## src/rtl/rf_regfile.sv

```systemverilog
// rf_regfile -- general-purpose register file with a hardware stack pointer.
//
// Holds NUM_REGS 8-bit registers. There is one synchronous write port and two
// combinational read ports. The last register, r[NUM_REGS-1], is the stack
// pointer. It can also be incremented or decremented for push/pop sequencing.
//
// Ports:
//   clk            system clock; all state updates on the rising edge
//   rst            synchronous, active-high reset
//   rf_in          write data from the register-file input mux
//   rf_write_en    write strobe; rf_in -> r[rf_write_sel]
//   rf_write_sel   write destination index
//   rf_read_sel_a  read port A index
//   rf_read_sel_b  read port B index
//   sp_inc         increment stack pointer this cycle
//   sp_dec         decrement stack pointer this cycle
//   rf_out_a       r[rf_read_sel_a] (combinational, no write bypass)
//   rf_out_b       r[rf_read_sel_b] (combinational, no write bypass)
//   r0             r[0], fed back to the input mux
//   sp             r[NUM_REGS-1]
module rf_regfile #(
  parameter int         NUM_REGS = 8,
  parameter int         SEL_W    = $clog2(NUM_REGS),
  parameter logic [7:0] SP_RESET = 8'hFF
) (
  input  logic             clk,
  input  logic             rst,
  input  logic [7:0]       rf_in,
  input  logic             rf_write_en,
  input  logic [SEL_W-1:0] rf_write_sel,
  input  logic [SEL_W-1:0] rf_read_sel_a,
  input  logic [SEL_W-1:0] rf_read_sel_b,
  input  logic             sp_inc,
  input  logic             sp_dec,
  output logic [7:0]       rf_out_a,
  output logic [7:0]       rf_out_b,
  output logic [7:0]       r0,
  output logic [7:0]       sp
);

  localparam logic [SEL_W-1:0] SP_IDX = SEL_W'(NUM_REGS - 1);

  logic [7:0] regs_q [NUM_REGS];
  logic [7:0] regs_d [NUM_REGS];

  // An explicit write to the SP index overrides inc/dec. Otherwise inc and
  // dec cancel each other out. A write to any other index does not block
  // the SP update.
  always_comb begin
    regs_d = regs_q;
    if (rf_write_en) begin
      regs_d[rf_write_sel] = rf_in;
    end
    if (!(rf_write_en && (rf_write_sel == SP_IDX))) begin
      if (sp_inc && !sp_dec) begin
        regs_d[SP_IDX] = regs_q[SP_IDX] + 8'd1;
      end else if (sp_dec && !sp_inc) begin
        regs_d[SP_IDX] = regs_q[SP_IDX] - 8'd1;
      end
    end
  end

  always_ff @(posedge clk) begin
    if (rst) begin
      for (int unsigned i = 0; i < NUM_REGS; i++) begin
        regs_q[SEL_W'(i)] <= (i == NUM_REGS - 1) ? SP_RESET : '0;
      end
    end else begin
      regs_q <= regs_d;
    end
  end

  assign rf_out_a = regs_q[rf_read_sel_a];
  assign rf_out_b = regs_q[rf_read_sel_b];
  assign r0       = regs_q[0];
  assign sp       = regs_q[SP_IDX];

endmodule

```

## config.mk

```make
export PLATFORM = sky130hd
export DESIGN_NAME = rf_regfile
export DESIGN_NICKNAME = d
export VERILOG_FILES = /design/src/rtl/rf_regfile.sv
export SDC_FILE = /design/constraint.sdc
export NUM_CORES = 1
export LEC_CHECK = 0
export BUFFER_PORTS_ARGS = -buffer_cell sky130_fd_sc_hd__buf_2
export CAP_MARGIN = 20
export CORE_UTILIZATION = 50
export CTS_CLUSTER_DIAMETER = 60
export DETAILED_ROUTE_END_ITERATION = 7
export PLACE_DENSITY = 0.7
export SLEW_MARGIN = 20
export SYNTH_ARGS = -nofsm -noshare
export SYNTH_HDL_FRONTEND = slang
export SYNTH_SLANG_ARGS = --single-unit
```

## constraint.sdc

```tcl
create_clock -name clk -period 6.5 [get_ports clk]
set_input_delay 1.95 -clock clk [delete_from_list [all_inputs] [get_ports clk]]
set_output_delay 1.95 -clock clk [all_outputs]
set_load 0.02 [all_outputs]
```

## After elaboration in Yosys (flattened, before gate mapping)

Cells that the tools add are included.

| word-level totals | value |
|---|---|
| flip-flop bits (word level) | 64 |
| bits in latches | 0 |
| bits in writable memories | 0 |
| ROM bits | 0 |
| input port bits | 22 |
| output and inout bits | 32 |
| word-level logic and storage cells | 37 |
| memories kept | 0 |

| cells by class | value |
|---|---|
| add/subtract/negate cells | 2 |
| multiply operators | 0 |
| divide/modulo/power cells | 0 |
| order comparisons | 4 |
| equal/unequal tests | 1 |
| shift-type cells | 0 |
| mux-type cells | 13 |
| bitwise gates (word level) | 3 |
| reduce and logical (&&, ||, !) cells | 6 |

Operator list:

| operator | number |
|---|---|
| 8-bit 2-to-1 mux | 9 |
| 64-bit bitwise mux | 1 |
| 8-bit binary-select mux with 3-bit select | 2 |
| 8-bit demux with 3-bit select | 1 |
| 4-bit greater-or-equal comparator, second input constant | 3 |
| 3-bit inverter with 4-bit output | 3 |
| 8-bit by 1-bit adder with 8-bit output, second input constant | 1 |
| 8-bit by 1-bit subtractor with 8-bit output, second input constant | 1 |
| 1-bit logical AND | 4 |
| 4-bit by 1-bit less-than comparator with 1-bit output, second input constant | 1 |
| 3-bit equality test, second input constant | 1 |
| 1-bit logical NOT | 2 |

## Logic depth before layout (Yosys ltp)

Gate-level depths: netlist of the first run.

| depth | value |
|---|---|
| depth after elaboration | 10 |
| depth in mapped cells | 6 |
| mapped depth without buffers | 6 |

## Least setup slack after synthesis of the first run

No wires, ideal clock.

| path | value |
|---|---|
| path kind | input -> output |
| start point | in rf_read_sel_a[1] |
| end point | out rf_out_a[6] |
| arrival time | 3.036 ns |
| required time | 4.550 ns |
| slack | 1.514 ns |
| cell stages on the path | 4 |
| buffers on the path | 2 |
| cells stage by stage | buf_6 -> buf_6 -> mux4_1 -> mux2_2 |

| on the way | value |
|---|---|
| word-level cells in the longest chain between the ends | 4 |

Ends and longest elaborated chain:

| item | line | RTL |
|---|---|---|
| from (decl) | 31 | `input logic [SEL_W-1:0] rf_read_sel_a,` |
| 3-bit inverter with 4-bit output (implied by the code) | 73 | `assign rf_out_a = regs_q[rf_read_sel_a];` |
| 8-bit binary-select mux with 3-bit select | 73 |  |
| 8-bit 2-to-1 mux (implied by the code) (2 in a row) | 73 |  |
| to (decl) | 35 | `output logic [7:0] rf_out_a,` |

No other way between the ends. The select of a mux whose other input is x is not followed.

## Worst setup path after layout of the first run

| path | value |
|---|---|
| start point | in rf_read_sel_a[0] |
| end point | out rf_out_a[6] |

The elaborated chain is that of the path after synthesis.

==> impl_metrics.ini, run 1 <==
[status]
run_status = completed

[logic_synthesis]
synthDistinctLibCells = 35
synth-seq-cells = 64
avgSynthCellArea_um2 = 9.31
synth_area_leaders = dfxtp_1 34%, mux4_1 22%, nand2_1 12%
synth_fp_nets = 431
synth_top_area_frac = 0.338
post-synth-top-area-cell = dfxtp_1
ys_warn_count = 0
netlist_area_um2 = 3790
seq_area_frac_synth = 0.338
netlist_instances = 407

[critical_path]
setup.worst_path.start_class = input port
setup.worst_path.end_class = primary output
cp_max_fo = 16
critPathRequiredTime_ns = 4.55
worst-setup-path-type = input port to primary output
reg2reg_slack_ns = 5.05
critPathArrivalTime_ns = 3.43

[drt]
first_pass_iters = 5
drt-initial-drc-count = 211
wirelength_um = 9660
ant_nets = 0
wl_per_cell_um = 18.3
num_vias = 3169
vias_per_cell = 6.00
drc = 0

[power]
power.switching_w = 0.000259
p_comb_frac = 0.140
p_seq_frac = 0.415
power_w = 0.00103
intPower_w = 0.000769
p_per_area_nw_per_um2 = 248
clkPwrFrac = 0.445
swShare = 0.252
cellLeakagePower_nw = 1.69
irDropWorstVdd_mv = 0.209

[clocking]
post_cts_resized = 0
clockBufferDepth = 2
htree_levels = 3
cts.sinks = 64
clock_latency_ns = 0.34
cts_tree = done
cts_root_buf = clkbuf_8
cts_setup_buffers = 0
cts-buffers-inserted = 9
cts.hold.buffers_added = 0
clk_pin_slew_ns = 0.06

[placed_design]
gp_congestion = 0.868
portBuffers = 53
dp_hpwl_um = 6640

[timing]
timing.final.crit_share = 0.827
hold_viol = 0
finalSetupViolations = 0
drv_slew = 0
timing.final.crit_period_ns = 5.38
worst_hold_slack_ns = 0.461
fmax_mhz = 186
fin_tns_setup_ns = 0
worst_pin_slew_ns = 1.01
fin_worst_skew_ns = 0.00473
rsz0062_at_grt = false
max_slew_margin = 0.320

[grt]
grt_pass1_vias = 2987
top_usage_layer = met2
grt_util_met3 = 0.0720
met1_usage = 0.301
grt_max_degree = 63
grt_overflow = 0
antenna_found_initial = 0
grt_pass1_wl_um = 15000
met2_usage = 0.456
grt.total_usage = 0.256

[layout]
fillers = 696
final_layout_size_suffix_gt1_frac = 0.200
area_growth_syn_to_layout_pct = 9.21
final_cell_mix = 123 x nand2_1, 64 x dfxtp_1, 62 x a21oi_1
final_nets = 448
mostFrequentLayoutCell = nand2_1
diodes = 0
multiInputGateArea_um2 = 2190
ff_latch_area_um2 = 1280

[min_path]
hp-class = flop to flop

[floorplanning]
fp-row-count = 31
initial_utilization = 0.520
ios = 54
fp.dieH_um = 89.1
die_w_um = 89.1
core_area_um2 = 7290
die_area_um2 = 7930

[run]
maxCapViolCount = 0
-- path summary, 6_finish.rpt --
check / startpoint / end / cells past startpoint
setup / recovery: rf_read_sel_a[0] / rf_out_a[6] / 4
hold / removal: regs_q[53] / regs_q[53] / 2
hold reg to reg: regs_q[53] / regs_q[53] / 2
setup reg to reg: sp[0] / sp[7] / 4
-- kinds of logic (layout without fill, tap and decap cells) --
logic type / Yosys count / count (layout) / share of synthesized area
AOI/OAI and AO/OA: 76 / 76 / 0.107
xor gates and xnor gates: 6 / 6 / 0.0139
adders and majority gates: 2 / 2 / 0.00660
buffers and inverters: 50 / 72 / 0.0848
DFF: 64 / 64 / 0.338
muxes: 48 / 48 / 0.269
and+or+nand+nor: 161 / 161 / 0.181
-- critical path, cell delays in order --
cell and delay, ns:
buf_2 0.37, mux4_1 0.64, mux2_2 0.29, buf_2 0.16
-- layer usage --
layer,vias to the layer above,routed length (µm)
li1,1484,-
met1,1544,3880
met2,128,4890
met3,13,751
met4,0,141
met5,-,0
-- registers in the layout, indices dropped and copies added, names as in the netlist --
name / cells
regs_q: 48
sp: 8
r0: 8
-- cell usage after synthesis --
library cell / instances
a22oi_1: 1
mux2_2: 16
nor4_1: 1
dfxtp_1: 64
nor3b_1: 1
inv_1: 3
and4b_1: 1
nor2_1: 8
or3_1: 1
buf_1: 7
o22ai_1: 2
buf_6: 6
nand4bb_1: 1
and2_1: 1
nor3_2: 1
ha_1: 2
o211ai_1: 5
nor3_1: 2
nand3b_1: 2
nor2b_1: 4
a21oi_1: 62
nand3_1: 7
nand2_1: 123
nand2b_1: 4
buf_2: 5
nand4_1: 4
buf_8: 2
xor2_1: 2
o21ai_0: 4
xnor2_1: 4
a211o_1: 1
mux4_1: 32
o21a_1: 1
clkbuf_1: 11
buf_4: 16
-- power groups by stage --
stage	Sequential (W)	Combinational, W	Clock, W
after floorplan	0.000424	0.000126	0
after global placement	0.000435	0.000141	0
after detailed placement	0.000436	0.000143	0
after CTS	0.000427	0.000144	0.000463
after global routing	0.000429	0.000155	0.000478
final	0.000426	0.000144	0.000457
-- per-stage QoR --
step,instance area [µm²],setup WS [ns],instances,util
after floorplan,3790,1.51,407,-
after CTS,4140,1.14,528,0.567
after global routing,4140,1.08,528,0.568
after detailed placement,3870,1.14,512,0.531
final,4140,1.12,528,0.568
after global placement,3870,1.15,512,0.531
-- layout make-up --
cell class              instances  share of cell area
multi-input cells             293               0.528
flip-flops and latches         64               0.310
repair buffers                 53              0.0647
clock buffers                  10              0.0333
clock inverters                 6              0.0314
well taps                      99              0.0299
inverters                       3             0.00272
(Power assumes the default switching activity.)
==> inputs of run 2 (changes only) <==
clock period = 5.05 ns   (was 6.5 ns; I/O delays follow)
==> impl_metrics.ini, run 2 (same netlist as run 1, synthesis figures left out) <==
[grt]
grt.total_usage = 0.257
grt_pass1_wl_um = 14900
antenna_found_initial = 0
grt_max_degree = 63
grt_overflow = 0
grt_pass1_vias = 2931

[drt]
drt-initial-drc-count = 250
first_pass_iters = 4
wirelength_um = 9470
num_vias = 3152
ant_nets = 0
vias_per_cell = 5.97
drc = 0
wl_per_cell_um = 17.9

[floorplanning]
initial_utilization = 0.520
die_area_um2 = 7930
core_area_um2 = 7290
fp.dieH_um = 89.1
die_w_um = 89.1
fp-row-count = 31
ios = 54

[clocking]
cts-buffers-inserted = 9
clk_pin_slew_ns = 0.07
cts_tree = done
clock_latency_ns = 0.34
htree_levels = 3
cts_setup_buffers = 0
post_cts_resized = 0
clockBufferDepth = 2
cts_root_buf = clkbuf_8
cts.sinks = 64
cts.hold.buffers_added = 0

[critical_path]
critPathRequiredTime_ns = 3.54
setup.worst_path.end_class = primary output
setup.worst_path.start_class = input port
cp_max_fo = 16
critPathArrivalTime_ns = 2.99
worst-setup-path-type = input port to primary output

[run]
maxCapViolCount = 0

[power]
cellLeakagePower_nw = 1.64
p_per_area_nw_per_um2 = 284
irDropWorstVdd_mv = 0.194

[timing]
rsz0062_at_grt = false
worst_pin_slew_ns = 0.939
timing.final.crit_period_ns = 4.50
finalSetupViolations = 0
worst_hold_slack_ns = 0.466
fmax_mhz = 222
timing.final.crit_share = 0.891
drv_slew = 0
hold_viol = 0
fin_tns_setup_ns = 0
max_slew_margin = 0.369
fin_worst_skew_ns = 0.00669

[layout]
largest_register_ff_count = 48
diodes = 0
final_nets = 448
mostFrequentLayoutCell = nand2_1
fin_util = 0.557
final_layout_size_suffix_gt1_frac = 0.198
regMostFlops = regs_q
final_cell_mix = 123 x nand2_1, 64 x dfxtp_1, 62 x a21oi_1
final_area_um2 = 4060
area_growth_syn_to_layout_pct = 7.10

[placed_design]
dp_hpwl_um = 6720
placed_cell_area_um2 = 3870
gp_congestion = 0.868
portBuffers = 53

[min_path]
hp-class = flop to flop

[status]
run_status = completed
==> run 2: critical path: stages <==
cell and delay, ns:
buf_2 0.37, mux4_1 0.64, mux2_2 0.29, buf_2 0.16
==> run 2: path summary, 6_finish.rpt <==
kind                                  startpoint          end  slack (ns)  depth (start not counted)
worst min register to register        regs_q[53]   regs_q[53]        0.47                          2
worst max-delay path            rf_read_sel_b[0]  rf_out_b[6]        0.55                          4
worst min-delay path                  regs_q[53]   regs_q[53]        0.47                          2
worst max register to register             sp[0]        sp[1]        3.60                          6
==> run 2: final cells by class <==
cell class                      count  area, µm²
Clock buffer                       10        128
Timing Repair Buffer               53        268
Sequential cell                    64       1280
Fill cell                         702       3230
Multi-Input combinational cell    293       2190
Clock inverter                      6       60.1
Tap cell                           99        124
Inverter                            3       11.3
==> run 2: metal layers <==
| layer | GRT usage | vias to the layer above | share of wire |
|---|---|---|---|
| met5 | 0 | - | 0 |
| met4 | 0.0938 | 0 | 0.016 |
| met3 | 0.0600 | 18 | 0.073 |
| met2 | 0.437 | 122 | 0.50 |
| met1 | 0.322 | 1532 | 0.41 |
| li1 | - | 1480 | - |
==> run 2: power by group <==
| part | leakage [nW] | total, W | switching (W) | internal (W) |
|---|---|---|---|---|
| Sequential | 0.519 | 0.000549 | 0.0000265 | 0.000523 |
| Clock | 0.0920 | 0.000420 | 0.000195 | 0.000225 |
| Combinational | 1.03 | 0.000185 | 0.000107 | 0.0000776 |
==> run 2: stage by stage <==
step	worst slack [ns]	total power (W)	instances
6_report	0.549	0.00115	528
5_1_grt	0.499	0.00121	528
3_3_place_gp	0.567	0.000741	512
3_5_place_dp	0.556	0.000745	512
2_1_floorplan	0.934	0.000708	407
4_1_cts	0.553	0.00117	528
==> inputs of run 3 (changes only) <==
RECOVER_POWER = 100   (was unset)
==> impl_metrics.ini, run 3 (same netlist as run 1, synthesis figures left out) <==
[status]
run_status = completed

[power]
clkPwrFrac = 0.366
p_seq_frac = 0.477
power_w = 0.00115
irDropWorstVdd_mv = 0.193
p_per_area_nw_per_um2 = 287
power.switching_w = 0.000330
cellLeakagePower_nw = 1.53
p_comb_frac = 0.156
swShare = 0.287
intPower_w = 0.000820

[layout]
fillers = 716
ff_latch_area_um2 = 1280
diodes = 0
largest_register_ff_count = 48
area_growth_syn_to_layout_pct = 5.91
final_layout_size_suffix_gt1_frac = 0.121
regMostFlops = regs_q
final_cell_mix = 123 x nand2_1, 64 x dfxtp_1, 62 x a21oi_1
multiInputGateArea_um2 = 2180
final_nets = 448
mostFrequentLayoutCell = nand2_1
instances_no_fill = 528

[floorplanning]
die_area_um2 = 7930
fp.dieH_um = 89.1
core_area_um2 = 7290
initial_utilization = 0.520
die_w_um = 89.1
fp-row-count = 31
ios = 54

[clocking]
cts-buffers-inserted = 9
cts.sinks = 64
clk_pin_slew_ns = 0.07
cts.hold.buffers_added = 0
cts_tree = done
clock_latency_ns = 0.34
cts_root_buf = clkbuf_8
clockBufferDepth = 2
post_cts_resized = 0
htree_levels = 3
cts_setup_buffers = 0

[timing]
hold_viol = 0
fmax_mhz = 220
worst_hold_slack_ns = 0.466
drv_slew = 0
finalSetupViolations = 0
worst_pin_slew_ns = 1.06
fin_worst_skew_ns = 0.00667
rsz0062_at_grt = false
timing.final.crit_period_ns = 4.55
fin_tns_setup_ns = 0
timing.final.crit_share = 0.900
worst_slack_ns = 0.505
max_slew_margin = 0.286

[drt]
first_pass_iters = 4
drc = 0
wirelength_um = 9450
ant_nets = 0
drt-initial-drc-count = 194
num_vias = 3141
wl_per_cell_um = 17.9
vias_per_cell = 5.95

[critical_path]
crit_chain = clkbuf_2, mux4_1, mux2_2, clkbuf_1
critPathArrivalTime_ns = 3.03
setup.worst_path.end_class = primary output
critPathRequiredTime_ns = 3.54
setup.worst_path.start_class = input port
worst-setup-path-type = input port to primary output
crit_slowest_cell = mux4_1
cp_max_fo = 16
slowest_delay_ns = 0.65

[grt]
grt_overflow = 0
grt.total_usage = 0.257
grt_pass1_vias = 2931
grt_pass1_wl_um = 14900
grt_max_degree = 63
antenna_found_initial = 0

[placed_design]
dpl.cell_count = 512
dp_hpwl_um = 6720
dp_slack_ns = 0.556
portBuffers = 53
gp_congestion = 0.868

[run]
maxCapViolCount = 0

[min_path]
hp-class = flop to flop
[run 3: metal layers]
layer | wire, µm | global-route usage | up-vias
li1 | - | - | 1482
met1 | 4000 | 0.322 | 1538
met2 | 4770 | 0.437 | 105
met3 | 552 | 0.0600 | 16
met4 | 135 | 0.0938 | 0
met5 | 0 | 0 | -
[run 3: worst paths after layout]
path,slack [ns],endpoint,cells after the start,start
worst max-delay path,0.50,rf_out_b[5],4,rf_read_sel_b[0]
worst min-delay path,0.47,regs_q[31],2,regs_q[31]
worst max register to register,3.59,sp[1],6,sp[0]
worst min register to register,0.47,regs_q[31],2,regs_q[31]
[run 3: cell type report]
class / count / area share
well taps: 99 / 0.0309
clock inverters: 6 / 0.0150
clock buffers: 10 / 0.0318
flip-flops and latches: 64 / 0.319
multi-input cells: 293 / 0.544
inverters: 3 / 0.00281
repair buffers: 53 / 0.0567
[run 3: critical path: cells and delay by family]
kind	cells	cell delay (ns)
mux	2	0.93
buf+inv	2	0.57
[run 3: power by group through the flow]
stage          sequential [W]  clock, W  combinational, W
2_1_floorplan        0.000545         0          0.000163
3_3_place_gp         0.000559         0          0.000181
3_5_place_dp         0.000561         0          0.000184
4_1_cts              0.000549  0.000431          0.000185
5_1_grt              0.000553  0.000454          0.000196
6_report             0.000549  0.000421          0.000180
[run 3: per-stage QoR]
| step | cell area (µm²) | utilization |
|---|---|---|
| global route | 4010 | 0.550 |
| finish | 4010 | 0.550 |
| detailed placement | 3870 | 0.531 |
| floorplan | 3790 | - |
| CTS | 4060 | 0.556 |
| global placement | 3870 | 0.531 |
